$ cat src/rtl/prog_run_ctrl.sv
// Run controller: launches the selected program into the PC, gates decoded
// branch/halt requests into PC enables, and tracks RUN cycles with a watchdog.
module prog_run_ctrl #(
    parameter int PC_W        = 10,
    parameter int REL_W       = 6,
    parameter int CNT_W       = 16,
    parameter int PROG_BASE_0 = 0,
    parameter int PROG_BASE_1 = 256,
    parameter int PROG_BASE_2 = 512,
    parameter int PROG_BASE_3 = 768,
    parameter int MAX_CYCLES  = 1000
) (
    input  logic             Clk,
    input  logic             Reset,
    input  logic             Start,
    input  logic [1:0]       ProgSel,
    input  logic             HaltReq,
    input  logic             BranchAbsReq,
    input  logic             BranchRelReq,
    input  logic [PC_W-1:0]  AbsTargetIn,
    input  logic [REL_W-1:0] RelTargetIn,
    input  logic             StallReq,
    output logic             PcLoadEn,
    output logic [PC_W-1:0]  PcLoadAddr,
    output logic             PcHold,
    output logic             BranchAbsEn,
    output logic             BranchRelEn,
    output logic [PC_W-1:0]  AbsTarget,
    output logic [REL_W-1:0] RelTarget,
    output logic             Busy,
    output logic             Done,
    output logic             Timeout,
    output logic [CNT_W-1:0] CycleCount
);

    typedef enum logic [1:0] {
        IDLE   = 2'd0,
        LAUNCH = 2'd1,
        RUN    = 2'd2,
        HALTED = 2'd3
    } runState_t;

    localparam bit               WD_EN   = (MAX_CYCLES != 0);
    localparam logic [CNT_W-1:0] WD_LAST = CNT_W'(MAX_CYCLES - 1);

    runState_t        state;
    runState_t        stateNext;
    logic [1:0]       selQ;
    logic [CNT_W-1:0] cycleCount;
    logic             timeoutQ;
    logic             haltAccept;
    logic             wdFire;

    // Halt is only honoured once the current instruction has completed.
    assign haltAccept = (state == RUN) && HaltReq && !StallReq;
    assign wdFire     = WD_EN && (state == RUN) && (cycleCount == WD_LAST);

    always_ff @(posedge Clk or negedge Reset) begin
        if (!Reset) begin
            state      <= IDLE;
            selQ       <= '0;
            cycleCount <= '0;
            timeoutQ   <= 1'b0;
        end else begin
            state <= stateNext;
            case (state)
                IDLE, HALTED: begin
                    if (Start) begin
                        selQ     <= ProgSel;
                        timeoutQ <= 1'b0;
                    end
                end
                LAUNCH: cycleCount <= '0;
                RUN: begin
                    if (cycleCount != '1)
                        cycleCount <= cycleCount + 1'b1;
                    if (haltAccept)
                        timeoutQ <= 1'b0;
                    else if (wdFire)
                        timeoutQ <= 1'b1;
                end
                default: ;
            endcase
        end
    end

    always_comb begin
        stateNext   = state;
        PcLoadEn    = 1'b0;
        PcHold      = 1'b1;
        BranchAbsEn = 1'b0;
        BranchRelEn = 1'b0;
        case (state)
            IDLE, HALTED: begin
                if (Start)
                    stateNext = LAUNCH;
            end
            LAUNCH: begin
                PcLoadEn  = 1'b1;
                stateNext = RUN;
            end
            RUN: begin
                PcHold      = StallReq | HaltReq;
                BranchAbsEn = BranchAbsReq & ~StallReq & ~HaltReq;
                BranchRelEn = BranchRelReq & ~BranchAbsReq & ~StallReq & ~HaltReq;
                if (haltAccept || wdFire)
                    stateNext = HALTED;
            end
            default: stateNext = IDLE;
        endcase
    end

    always_comb begin
        case (selQ)
            2'd0:    PcLoadAddr = PC_W'(PROG_BASE_0);
            2'd1:    PcLoadAddr = PC_W'(PROG_BASE_1);
            2'd2:    PcLoadAddr = PC_W'(PROG_BASE_2);
            default: PcLoadAddr = PC_W'(PROG_BASE_3);
        endcase
    end

    assign AbsTarget  = AbsTargetIn;
    assign RelTarget  = RelTargetIn;
    assign Busy       = (state == LAUNCH) || (state == RUN);
    assign Done       = (state == HALTED);
    assign Timeout    = timeoutQ;
    assign CycleCount = cycleCount;

endmodule

$ cat config.mk
export PLATFORM = sky130hd
export DESIGN_NAME = prog_run_ctrl
export DESIGN_NICKNAME = d
export VERILOG_FILES = /design/src/rtl/prog_run_ctrl.sv
export SDC_FILE = /design/constraint.sdc
export NUM_CORES = 1
export LEC_CHECK = 0
export CAP_MARGIN = 5
export CORE_MARGIN = 1.5
export CORE_UTILIZATION = 37
export CTS_BUF_LIST = sky130_fd_sc_hd__clkbuf_2 sky130_fd_sc_hd__clkbuf_4 sky130_fd_sc_hd__clkbuf_8
export DETAILED_ROUTE_END_ITERATION = 7
export GPL_TIMING_DRIVEN = 0
export PLACE_DENSITY = 0.79
export REMOVE_ABC_BUFFERS = 1
export SYNTH_ARGS = -nofsm -noshare
export SYNTH_HDL_FRONTEND = slang
export SYNTH_SLANG_ARGS = --single-unit
$ cat constraint.sdc
create_clock -name Clk -period 2 [get_ports Clk]
set_clock_uncertainty 0.2 [all_clocks]
set_input_delay 0.2 -clock Clk [delete_from_list [all_inputs] [get_ports Clk]]
set_output_delay 0.2 -clock Clk [all_outputs]
set_load 0.03 [all_outputs]
==> results.py <==
metrics = {
    "power": {
        "sw_frac_of_total_pct": 41.7,
        "p_comb_share_pct": 54.0,
        "leakagePower_uw": 0.000819,
        "pwr_density_cell_mw_per_mm2": 886,
        "ir_worst_vdd_uv": 743,
        "switching_power_uw": 750,
        "power.share.clock_pct": 15.6,
        "p_seq_share_pct": 30.4,
        "p_int_uw": 1050,
        "power_uw": 1800,
    },
    "synth": {
        "synth_cell_type_count": 45,
        "synth.largest_area_cell": "dfrtp_1",
        "synth_flop_cell": "dfrtp_1",
        "ys_seq_area_share_pct": 36.5,
        "yosys_warnings": 0,
        "synth_top_area_share_pct": 36.5,
        "async_flop_share_pct": 100,
        "avgSynthCellArea_um2": 9.72,
        "mappedNetlistArea_mm2": 0.00144,
        "synth_edf_count": 0,
        "ys_ff_latch": 21,
        "synth.area.top_cells": "dfrtp_1 37%, buf_4 13%, ha_1 4.3%",
        "syn_inst": 148,
    },
    "die": {
        "dieArea_mm2": 0.00427,
        "io_pins": 74,
        "rows": 22,
        "die_w_um": 65.4,
        "start_util_pct": 39.0,
        "dieHeight_um": 65.4,
        "coreArea_mm2": 0.00369,
    },
    "sta": {
        "setup_slack_ps": -63.5,
        "hold_violations": 0,
        "rsz0062_at_grt": "true",
        "tightest_slew_ps": 955,
        "finalSetupViolCount": 7,
        "maxSlewHeadroom_pct": 36.1,
        "finalCritPeriodShare_pct": 103,
        "slew_violations": 0,
        "fmax_ghz": 0.485,
        "period_needed_ps": 2060,
    },
    "critical_path": {
        "arrival_ps": 2010,
        "worstSetupPathType": "reg -> reg",
        "critPathRequiredTime_ps": 1940,
        "cp-start-kind": "flip-flop",
        "path_max_fanout": 6,
        "cp-end-kind": "flip-flop",
    },
    "global_route": {
        "grt_max_degree": 22,
        "antenna_found_initial": 0,
        "grt_pass1_vias": 1185,
        "grt_usage_pct": 17.3,
        "grt_overflow_total": 0,
        "grt_pass1_wl_mm": 5.64,
    },
    "cts": {
        "h-tree-depth": 1,
        "clockBufferDepth": 2,
        "cts.clk_slew.worst_paths_ps": 80,
        "numCtsBuffers": 3,
        "root_buffer": "clkbuf_8",
        "clkLatencyLatePin_ps": 260,
        "cts_sinks": 21,
        "cts_tree": "built",
    },
    "place": {
        "dp_cells": 206,
        "hpwl_mm": 2.19,
        "place_congestion": 0.791,
        "portBuffers": 33,
    },
    "job": {
        "max_cap_violations": 0,
    },
    "outcome": {
        "violations": "setup timing",
        "status": "finished with violations",
    },
    "finish": {
        "diodes": 0,
        "fin_nets": 213,
        "final_util_pct": 55.1,
        "fillerInstances": 336,
        "syn_to_final_growth_pct": 41.2,
        "final_cell_count_no_fill": 230,
        "drive_gt1_share_pct": 33.0,
    },
    "route": {
        "ant_nets": 0,
        "dr.pass1.iters": 4,
        "routed_via_density": 5.59,
        "drc": 0,
        "finalWirelength_mm": 3.82,
        "vias": 1286,
        "drt-initial-drc-count": 60,
        "wl_per_cell_um": 16.6,
    },
    "min_path": {
        "hp-class": "in -> out",
    },
}
-- area by class of cell --
class	count	area, um^2	area share [%]
clock buffers	3	41.3	2.03
flip-flops and latches	21	532	26.2
multi-input cells	100	903	44.5
repair buffers	53	475	23.4
clock inverters	1	5.00	0.246
inverters	4	15.0	0.739
well taps	48	60.1	2.96
-- worst max-delay path, cell delays in order, from the launching register on --
cell and delay (ps):
dfrtp_1 410, inv_2 90, ha_4 190, nand4_1 140, or4_4 520, buf_6 150, a31oi_2 150, o22ai_1 80
-- per-stage QoR --
stage	cell area [um^2]	setup TNS, ps	setup WS (ps)	hold WS (ps)
after floorplan	1260	-1800	-301	-296
final	2030	-183	-63.5	200
after global placement	1650	-3950	-589	200
after detailed placement	1650	-4410	-617	200
after global routing	2030	-730	-132	200
after CTS	1890	-233	-78.5	200
-- what timing repair did --
action                     4_1_cts  5_1_grt
buffers inserted                14        6
hold endpoints to repair         0        0
setup endpoints to repair       20       19
gates resized for setup         25       27
hold buffers                     0        0
pin swaps                       10       13
cloned                           0        0
-- cells in the final DEF, fill, tap and decap left out, drive strengths merged, types with 2 or more instances in the layout --
cell / Yosys / final
o211ai: 2 / 2
nand3: 3 / 3
nand2: 13 / 13
o22ai: 2 / 2
inv: 4 / 4
nor4: 4 / 4
o311ai: 5 / 5
a21oi: 3 / 3
ha: 5 / 5
buf: 26 / 21
or3: 2 / 2
o31ai: 6 / 6
nand4: 5 / 5
o41ai: 2 / 2
nor2: 8 / 8
nor3b: 3 / 3
dfrtp: 21 / 21
mux2i: 6 / 6
or4: 2 / 2
o21ai: 2 / 2
mux2: 3 / 3
clkbuf: 4 / 4
clkdlybuf4s50: 0 / 27
dlygate4sd2: 0 / 4
conb: 1 / 8
nor2b: 2 / 2
-- power groups by stage --
stage          logic [uW]  registers (uW)  clock network (uW)
5_1_grt              1040             553                 305
4_1_cts               889             544                 287
2_1_floorplan         416             626                   0
3_5_place_dp          753             552                   0
3_3_place_gp          745             553                   0
6_report              972             548                 281
-- cells by family (layout without fill, tap and decap cells) --
kind of cell | count (synthesis) | count (layout) | share of synthesized area (%)
flops | 21 | 21 | 36.5
simple gates | 49 | 49 | 22.1
fa+ha+maj | 5 | 5 | 4.35
xor+xnor | 1 | 1 | 0.609
compound gates | 28 | 28 | 14.3
buf+inv | 34 | 61 | 15.3
other cells | 1 | 8 | 0.261
mux | 9 | 9 | 6.52
-- state kept, by name, summed over array words and instances, names as in the netlist --
signal and count:
Timeout 1, state 2, selQ 2, CycleCount 16
-- final timing paths --
| kind | start | end | slack [ps] | cells past startpoint |
|---|---|---|---|---|
| setup / recovery | state[0] | CycleCount[11] | -60 | 7 |
| hold / removal | AbsTargetIn[1] | AbsTarget[1] | 200 | 0 |
| setup reg to reg | state[0] | CycleCount[11] | -60 | 7 |
| hold reg to reg | selQ[1] | selQ[1] | 310 | 1 |
| max in group asynchronous | Reset | CycleCount[8] | 690 | 1 |
| min in group asynchronous | Reset | CycleCount[3] | 260 | 1 |
-- per-layer routing --
metal / up-vias / wire length, um / GRT usage [%]
li1: 580 / - / -
met2: 69 / 1980 / 28.1
met1: 633 / 1470 / 19.3
met4: 0 / 33 / 5.47
met5: - / 0 / 5.56
met3: 4 / 335 / 8.73
-- Yosys cell counts (2+ instances only) --
cell      number
nor2b_1        2
nor3b_1        3
clkbuf_1       4
mux2i_1        6
buf_4         24
buf_2          2
nor2_1         8
nand2_1       13
nor4_2         2
nand3_1        2
nand4_1        4
o311ai_1       4
o21ai_0        2
ha_1           5
mux2_2         2
inv_1          4
dfrtp_1       21
or3_1          2
or4_1          2
o22ai_1        2
a21oi_1        3
o41ai_1        2
o31ai_1        6
o211ai_1       2
Note: power is estimated with default switching activity, not from simulation.
